**config.mk**
```make
export PLATFORM = sky130hd
export DESIGN_NAME = imm_gen_pipe
export DESIGN_NICKNAME = d
export VERILOG_FILES = /design/src/rtl/imm_gen_pipe.sv
export SDC_FILE = /design/constraint.sdc
export NUM_CORES = 1
export LEC_CHECK = 0
export ABC_AREA = 1
export CAP_MARGIN = 30
export CORE_MARGIN = 2
export CORE_UTILIZATION = 53
export CTS_BUF_LIST = sky130_fd_sc_hd__clkbuf_2
export DETAILED_ROUTE_END_ITERATION = 12
export MAX_ROUTING_LAYER = met4
export PLACE_DENSITY = 0.9
export SYNTH_ARGS = -nofsm -noshare
export SYNTH_HDL_FRONTEND = slang
export SYNTH_SLANG_ARGS = --single-unit
```
**constraint.sdc**
```tcl
create_clock -name clk -period 2.1 [get_ports clk]
set_clock_uncertainty 0.05 [all_clocks]
set_input_delay 0.21 -clock clk [delete_from_list [all_inputs] [get_ports clk]]
set_output_delay 0.21 -clock clk [all_outputs]
set_load 0.02 [all_outputs]
```
**src/rtl/imm_gen_pipe.sv**
```systemverilog
// Decode-stage immediate generator: opcode-driven format decode, XLEN sign extension,
// 2-entry valid/ready output buffer, saturating illegal-opcode counter. Option: IMM_GEN_ZICSR_EN.
module imm_gen_pipe #(
  parameter int XLEN  = 32,  // 32 or 64
  parameter int TAG_W = 32,
  parameter int CNT_W = 16
) (
  input  logic             clk,
  input  logic             rst_n,
  input  logic             flush,
  input  logic             in_valid,
  output logic             in_ready,
  input  logic [31:0]      in_instr,
  input  logic [TAG_W-1:0] in_tag,
  output logic             out_valid,
  input  logic             out_ready,
  output logic [XLEN-1:0]  out_imm,
  output logic [2:0]       out_fmt,
  output logic             out_illegal,
  output logic [TAG_W-1:0] out_tag,
  output logic [CNT_W-1:0] illegal_cnt
);

  // Handshake: a beat transfers on a rising edge where valid && ready are both high;
  // in_ready depends only on the registered occupancy, and flush overrides both sides.

  localparam logic [2:0] FMT_I    = 3'b000;
  localparam logic [2:0] FMT_S    = 3'b001;
  localparam logic [2:0] FMT_B    = 3'b010;
  localparam logic [2:0] FMT_J    = 3'b011;
  localparam logic [2:0] FMT_U    = 3'b100;
  localparam logic [2:0] FMT_SH   = 3'b101;
  localparam logic [2:0] FMT_Z    = 3'b110;
  localparam logic [2:0] FMT_NONE = 3'b111;

  localparam logic [6:0] OPC_LOAD   = 7'b0000011;
  localparam logic [6:0] OPC_JALR   = 7'b1100111;
  localparam logic [6:0] OPC_MISC   = 7'b0001111;
  localparam logic [6:0] OPC_OPIMM  = 7'b0010011;
  localparam logic [6:0] OPC_STORE  = 7'b0100011;
  localparam logic [6:0] OPC_BRANCH = 7'b1100011;
  localparam logic [6:0] OPC_JAL    = 7'b1101111;
  localparam logic [6:0] OPC_LUI    = 7'b0110111;
  localparam logic [6:0] OPC_AUIPC  = 7'b0010111;
  localparam logic [6:0] OPC_OP     = 7'b0110011;
  localparam logic [6:0] OPC_SYSTEM = 7'b1110011;

  localparam logic [CNT_W-1:0] CNT_MAX = '1;

  logic [6:0]      opcode;
  logic [2:0]      funct3;
  logic            sign;
  logic [2:0]      dec_fmt;
  logic            dec_ill;
  logic [31:0]     imm32;
  logic [XLEN-1:0] dec_imm;

  logic [XLEN-1:0]  imm_q [2];
  logic [2:0]       fmt_q [2];
  logic             ill_q [2];
  logic [TAG_W-1:0] tag_q [2];
  logic             wr_ptr_q, rd_ptr_q;
  logic [1:0]       count_q, count_d;
  logic [CNT_W-1:0] illegal_cnt_q, illegal_cnt_d;
  logic             accept, pop;

  assign opcode = in_instr[6:0];
  assign funct3 = in_instr[14:12];
  assign sign   = in_instr[31];

  // Every recognised opcode ends in 2'b11, so compressed encodings fall into default.
  always_comb begin
    dec_fmt = FMT_NONE;
    dec_ill = 1'b0;
    case (opcode)
      OPC_LOAD, OPC_JALR, OPC_MISC: dec_fmt = FMT_I;
      OPC_OPIMM:  dec_fmt = (funct3 == 3'b001 || funct3 == 3'b101) ? FMT_SH : FMT_I;
      OPC_STORE:  dec_fmt = FMT_S;
      OPC_BRANCH: dec_fmt = FMT_B;
      OPC_JAL:    dec_fmt = FMT_J;
      OPC_LUI, OPC_AUIPC: dec_fmt = FMT_U;
      OPC_OP:     dec_fmt = FMT_NONE;
      OPC_SYSTEM: begin
`ifdef IMM_GEN_ZICSR_EN
        dec_fmt = (funct3 != 3'b000) ? FMT_Z : FMT_I;
`else
        dec_fmt = FMT_I;
`endif
      end
      default:    dec_ill = 1'b1;
    endcase
  end

  // Immediates are first built at 32 bits; the XLEN stage only replicates bit 31.
  always_comb begin
    imm32 = 32'd0;
    case (dec_fmt)
      FMT_I:  imm32 = {{20{sign}}, in_instr[31:20]};
      FMT_S:  imm32 = {{20{sign}}, in_instr[31:25], in_instr[11:7]};
      FMT_B:  imm32 = {{19{sign}}, in_instr[31], in_instr[7], in_instr[30:25],
                       in_instr[11:8], 1'b0};
      FMT_J:  imm32 = {{11{sign}}, in_instr[31], in_instr[19:12], in_instr[20],
                       in_instr[30:21], 1'b0};
      FMT_U:  imm32 = {in_instr[31:12], 12'd0};
      FMT_SH: imm32 = (XLEN == 64) ? {26'd0, in_instr[25:20]} : {27'd0, in_instr[24:20]};
      FMT_Z:  imm32 = {27'd0, in_instr[19:15]};
      default: imm32 = 32'd0;
    endcase
  end

  if (XLEN == 64) begin : g_x64
    assign dec_imm = {{32{imm32[31]}}, imm32};
  end else begin : g_x32
    assign dec_imm = imm32;
  end

  assign in_ready  = (count_q < 2'd2);
  assign out_valid = (count_q != 2'd0);
  assign accept    = in_valid && in_ready;
  assign pop       = out_valid && out_ready;

  always_comb begin
    count_d = count_q;
    case ({accept, pop})
      2'b10:   count_d = count_q + 2'd1;
      2'b01:   count_d = count_q - 2'd1;
      default: count_d = count_q;
    endcase
  end

  always_comb begin
    illegal_cnt_d = illegal_cnt_q;
    if (accept && dec_ill && (illegal_cnt_q != CNT_MAX))
      illegal_cnt_d = illegal_cnt_q + 1'b1;
  end

  always_ff @(posedge clk or negedge rst_n) begin
    if (!rst_n) begin
      for (int i = 0; i < 2; i++) begin
        imm_q[i] <= '0;
        fmt_q[i] <= 3'b000;
        ill_q[i] <= 1'b0;
        tag_q[i] <= '0;
      end
      wr_ptr_q      <= 1'b0;
      rd_ptr_q      <= 1'b0;
      count_q       <= 2'd0;
      illegal_cnt_q <= '0;
    end else if (flush) begin
      // Any same-cycle push is dropped and does not reach the illegal counter.
      wr_ptr_q <= 1'b0;
      rd_ptr_q <= 1'b0;
      count_q  <= 2'd0;
    end else begin
      if (accept) begin
        imm_q[wr_ptr_q] <= dec_imm;
        fmt_q[wr_ptr_q] <= dec_fmt;
        ill_q[wr_ptr_q] <= dec_ill;
        tag_q[wr_ptr_q] <= in_tag;
        wr_ptr_q        <= ~wr_ptr_q;
      end
      if (pop) rd_ptr_q <= ~rd_ptr_q;
      count_q       <= count_d;
      illegal_cnt_q <= illegal_cnt_d;
    end
  end

  // Head entry is read straight from storage, so it holds while stalled.
  assign out_imm     = imm_q[rd_ptr_q];
  assign out_fmt     = fmt_q[rd_ptr_q];
  assign out_illegal = ill_q[rd_ptr_q];
  assign out_tag     = tag_q[rd_ptr_q];
  assign illegal_cnt = illegal_cnt_q;

endmodule

```
==> metrics <==
fin area 10400 um^2; GRT overflow 0; Max clock buf depth 2; CTS buffer count 17; pwr dens 1020 nW/um^2; detailed placement HPWL 13000 um; # nets final around 1300; H-tree Lvls 4; final count of pins violating max slew 0; vias in the first global route around 7000; syn avg cell area 7.69 um^2; drt pass-1 iters 6; crit share post-route 103%; Max transition margin 67.9%; worst hold margin 0.0801 ns; final wirelength just over 20000 um; gpl congestion 1.01; Detailed Route Iter0 Violations 688; DR vias/cell between 5 and 6; area grow syn2layout 38.7%; core footprint 13900 um^2; Setup crit end kind output pin; top cells by area, synth dfrtp_1, nand2_1, o21ai_0; vias after detailed routing 7183; Syn. warnings 0; die width 123 um; largest net degree at the start of global routing 74; Max-Cap Viols 0; die area between 15000 and 20000 um^2; CTS Root Cell clkbuf_2; Clk pin slew, worst setup/hold paths 0.20 ns; Cell variety after synth 32; Port Buffers 154; Worst Path Required between 1.5 and 2 ns; post-synth top area share 51.9%; Yosys reg bits 156; Post-Place Setup Slack -0.128 ns; register area share after synthesis between 50% and 60%; standard-cell rows 43; peak fanout along the critical path 11; final setup fails 13; number of placed cells counting well taps 1308; Avg WL per Cell 14.9 um; Setup crit start kind register; Final Critical Period 2.15 ns; P_leak 5.41 nW; Mapped Cells 979; first-pass GRT wire length 33300 um; kind of critical path register to output pin; Post-Layout Cell Count about 1400; Least-Margin Pin Slew 0.477 ns; fmax approximately 460 MHz; Critical Path Source rd_ptr_q$_DFFE_PN0P_; hold crit path type primary input to register; FF-to-FF Start illegal_cnt[0]$_DFFE_PN0P_; Final ANT Viol Nets 0; total track usage 29.3%; worst skew pair latency 0.70 ns; Sink Count approximately 160; IO Count 155; initial antenna violation count 0; Arrival @ worst endpoint 1.89 ns; outcome finished with violations; syn_nets 1049; drc violations 0; placed cell area 9510 um^2; CTS tree yes; RSZ-0062 raised after global routing true; Yosys top cell by area dfrtp_1; count of final hold-check violations 0; DIE HEIGHT 123 um; Finished Core Util 75.2%; failing checks negative setup slack; share of cells above drive strength 1 18.0%; Worst Slack Setup Final -0.0549 ns; peak supply drop 0.000597 V; Syn Std Cell Area 7530 um^2; initial core utilization between 50% and 60%; worst hold start in_tag[8]
==> metrics by stage <==
stage / total power, mW / TNS, ns
5_1_grt: 11.3 / -4.58
4_1_cts: 10.6 / -2.68
6_report: 10.6 / -0.363
3_5_place_dp: 8.41 / -3.54
2_1_floorplan: 6.49 / 0
3_3_place_gp: 8.29 / -0.640
==> layer usage <==
metal  GRT usage, %  wire (um)  up-vias
met5              -          0        -
met4           10.7        409        0
met3           5.81       1470       39
met2           47.7      10300      347
met1           36.4       8450     3332
li1               -          -     3465
==> cell families after synthesis <==
logic type      synth area share, %
simple gates                   29.4
flops                          51.9
compound gates                 9.67
buf+inv                        7.01
xor+xnor                       1.86
fa+ha+maj                     0.166
==> layout make-up <==
type                            instances  area [um^2]
Clock buffer                           18         90.1
Inverter                               92          354
Clock inverter                         14          129
Sequential cell                       156         3910
Multi-Input combinational cell        687         3190
Tap cell                              180          225
Fill cell                             963         3440
Timing Repair Buffer                  236         2540
Antenna cell                            1         2.50
==> critical path, cell delays in order, from the launching register on <==
cell,delay (ns)
dfrtp_2,0.52
inv_6,0.11
bufbuf_16,0.28
nand2_1,0.08
nand2_2,0.09
buf_6,0.12
==> registers in the layout (all words and copies together) (netlist names) <==
name,count
imm_q,64
wr_ptr_q,1
rd_ptr_q,1
count_q,2
fmt_q,6
ill_q,2
tag_q,64
illegal_cnt,16
==> final timing paths <==
check                                                   end  slack [ns]  cells past startpoint
worst min-delay path                  tag_q[40]$_DFFE_PN0P_        0.08                      3
max in group asynchronous             imm_q[19]$_DFFE_PN0P_        1.11                      4
worst max-delay path                            out_imm[31]       -0.05                      5
min in group asynchronous             tag_q[33]$_DFFE_PN0P_        0.49                      4
worst min register to register        imm_q[50]$_DFFE_PN0P_        0.46                      2
worst max register to register  illegal_cnt[14]$_DFFE_PN0P_        0.12                     10
==> layout by cell type, fill, tap and decap left out, drive strengths merged <==
cell and n:
nand2 453, buf 116, o2bb2ai 1, xnor2 5, dlygate4sd3 32, clkdlybuf4s15 1, nor2 34, bufinv 2
dfrtp 156, a22o 6, a31oi 2, diode 1, nor4 3, a21oi 7, dlygate4sd2 14, nor3 5
inv 89, a21o 1, dlymetal6s2s 4, bufbuf 1, xor2 11, clkinv 12, clkbuf 19, clkdlybuf4s50 67
o21ai 120, nand4 6, clkinvlp 3, ha 1, nand3 32
==> power by group <==
| part | internal [mW] | switching [mW] | total [mW] |
|---|---|---|---|
| Sequential | 3.80 | 0.486 | 4.29 |
| Clock | 0.528 | 1.03 | 1.55 |
| Combinational | 2.17 | 2.62 | 4.79 |
| Total | 6.50 | 4.13 | 10.6 |
==> synthesized netlist by cell type <==
master,count
nand2_4,2
a22o_1,6
nand2_1,436
nor2_4,6
nor2_1,22
inv_2,4
a31oi_1,2
ha_1,1
xnor2_1,5
buf_4,2
o21ai_0,89
nand3_1,28
o21ai_1,31
nand3_4,1
inv_1,86
nor3_1,4
buf_2,7
a21o_4,1
a21oi_1,6
nand3_2,3
nand4_1,6
xor2_1,11
o2bb2ai_1,1
clkbuf_1,35
a21oi_2,1
dfrtp_1,156
clkinv_2,1
nor3_2,1
nor4_1,3
nor2_2,6
nand2_2,15
clkinv_1,1
==> repair_timing <==
item                                    CTS  global route
gates resized for setup                 438            17
endpoints found under the setup margin   80            72
gates cloned                              6             1
pin swaps                                 6             0
endpoints found under the hold margin   206             1
buffers inserted                          2             1
hold buffers                             32             1
Power figures use the tool's default switching activity.
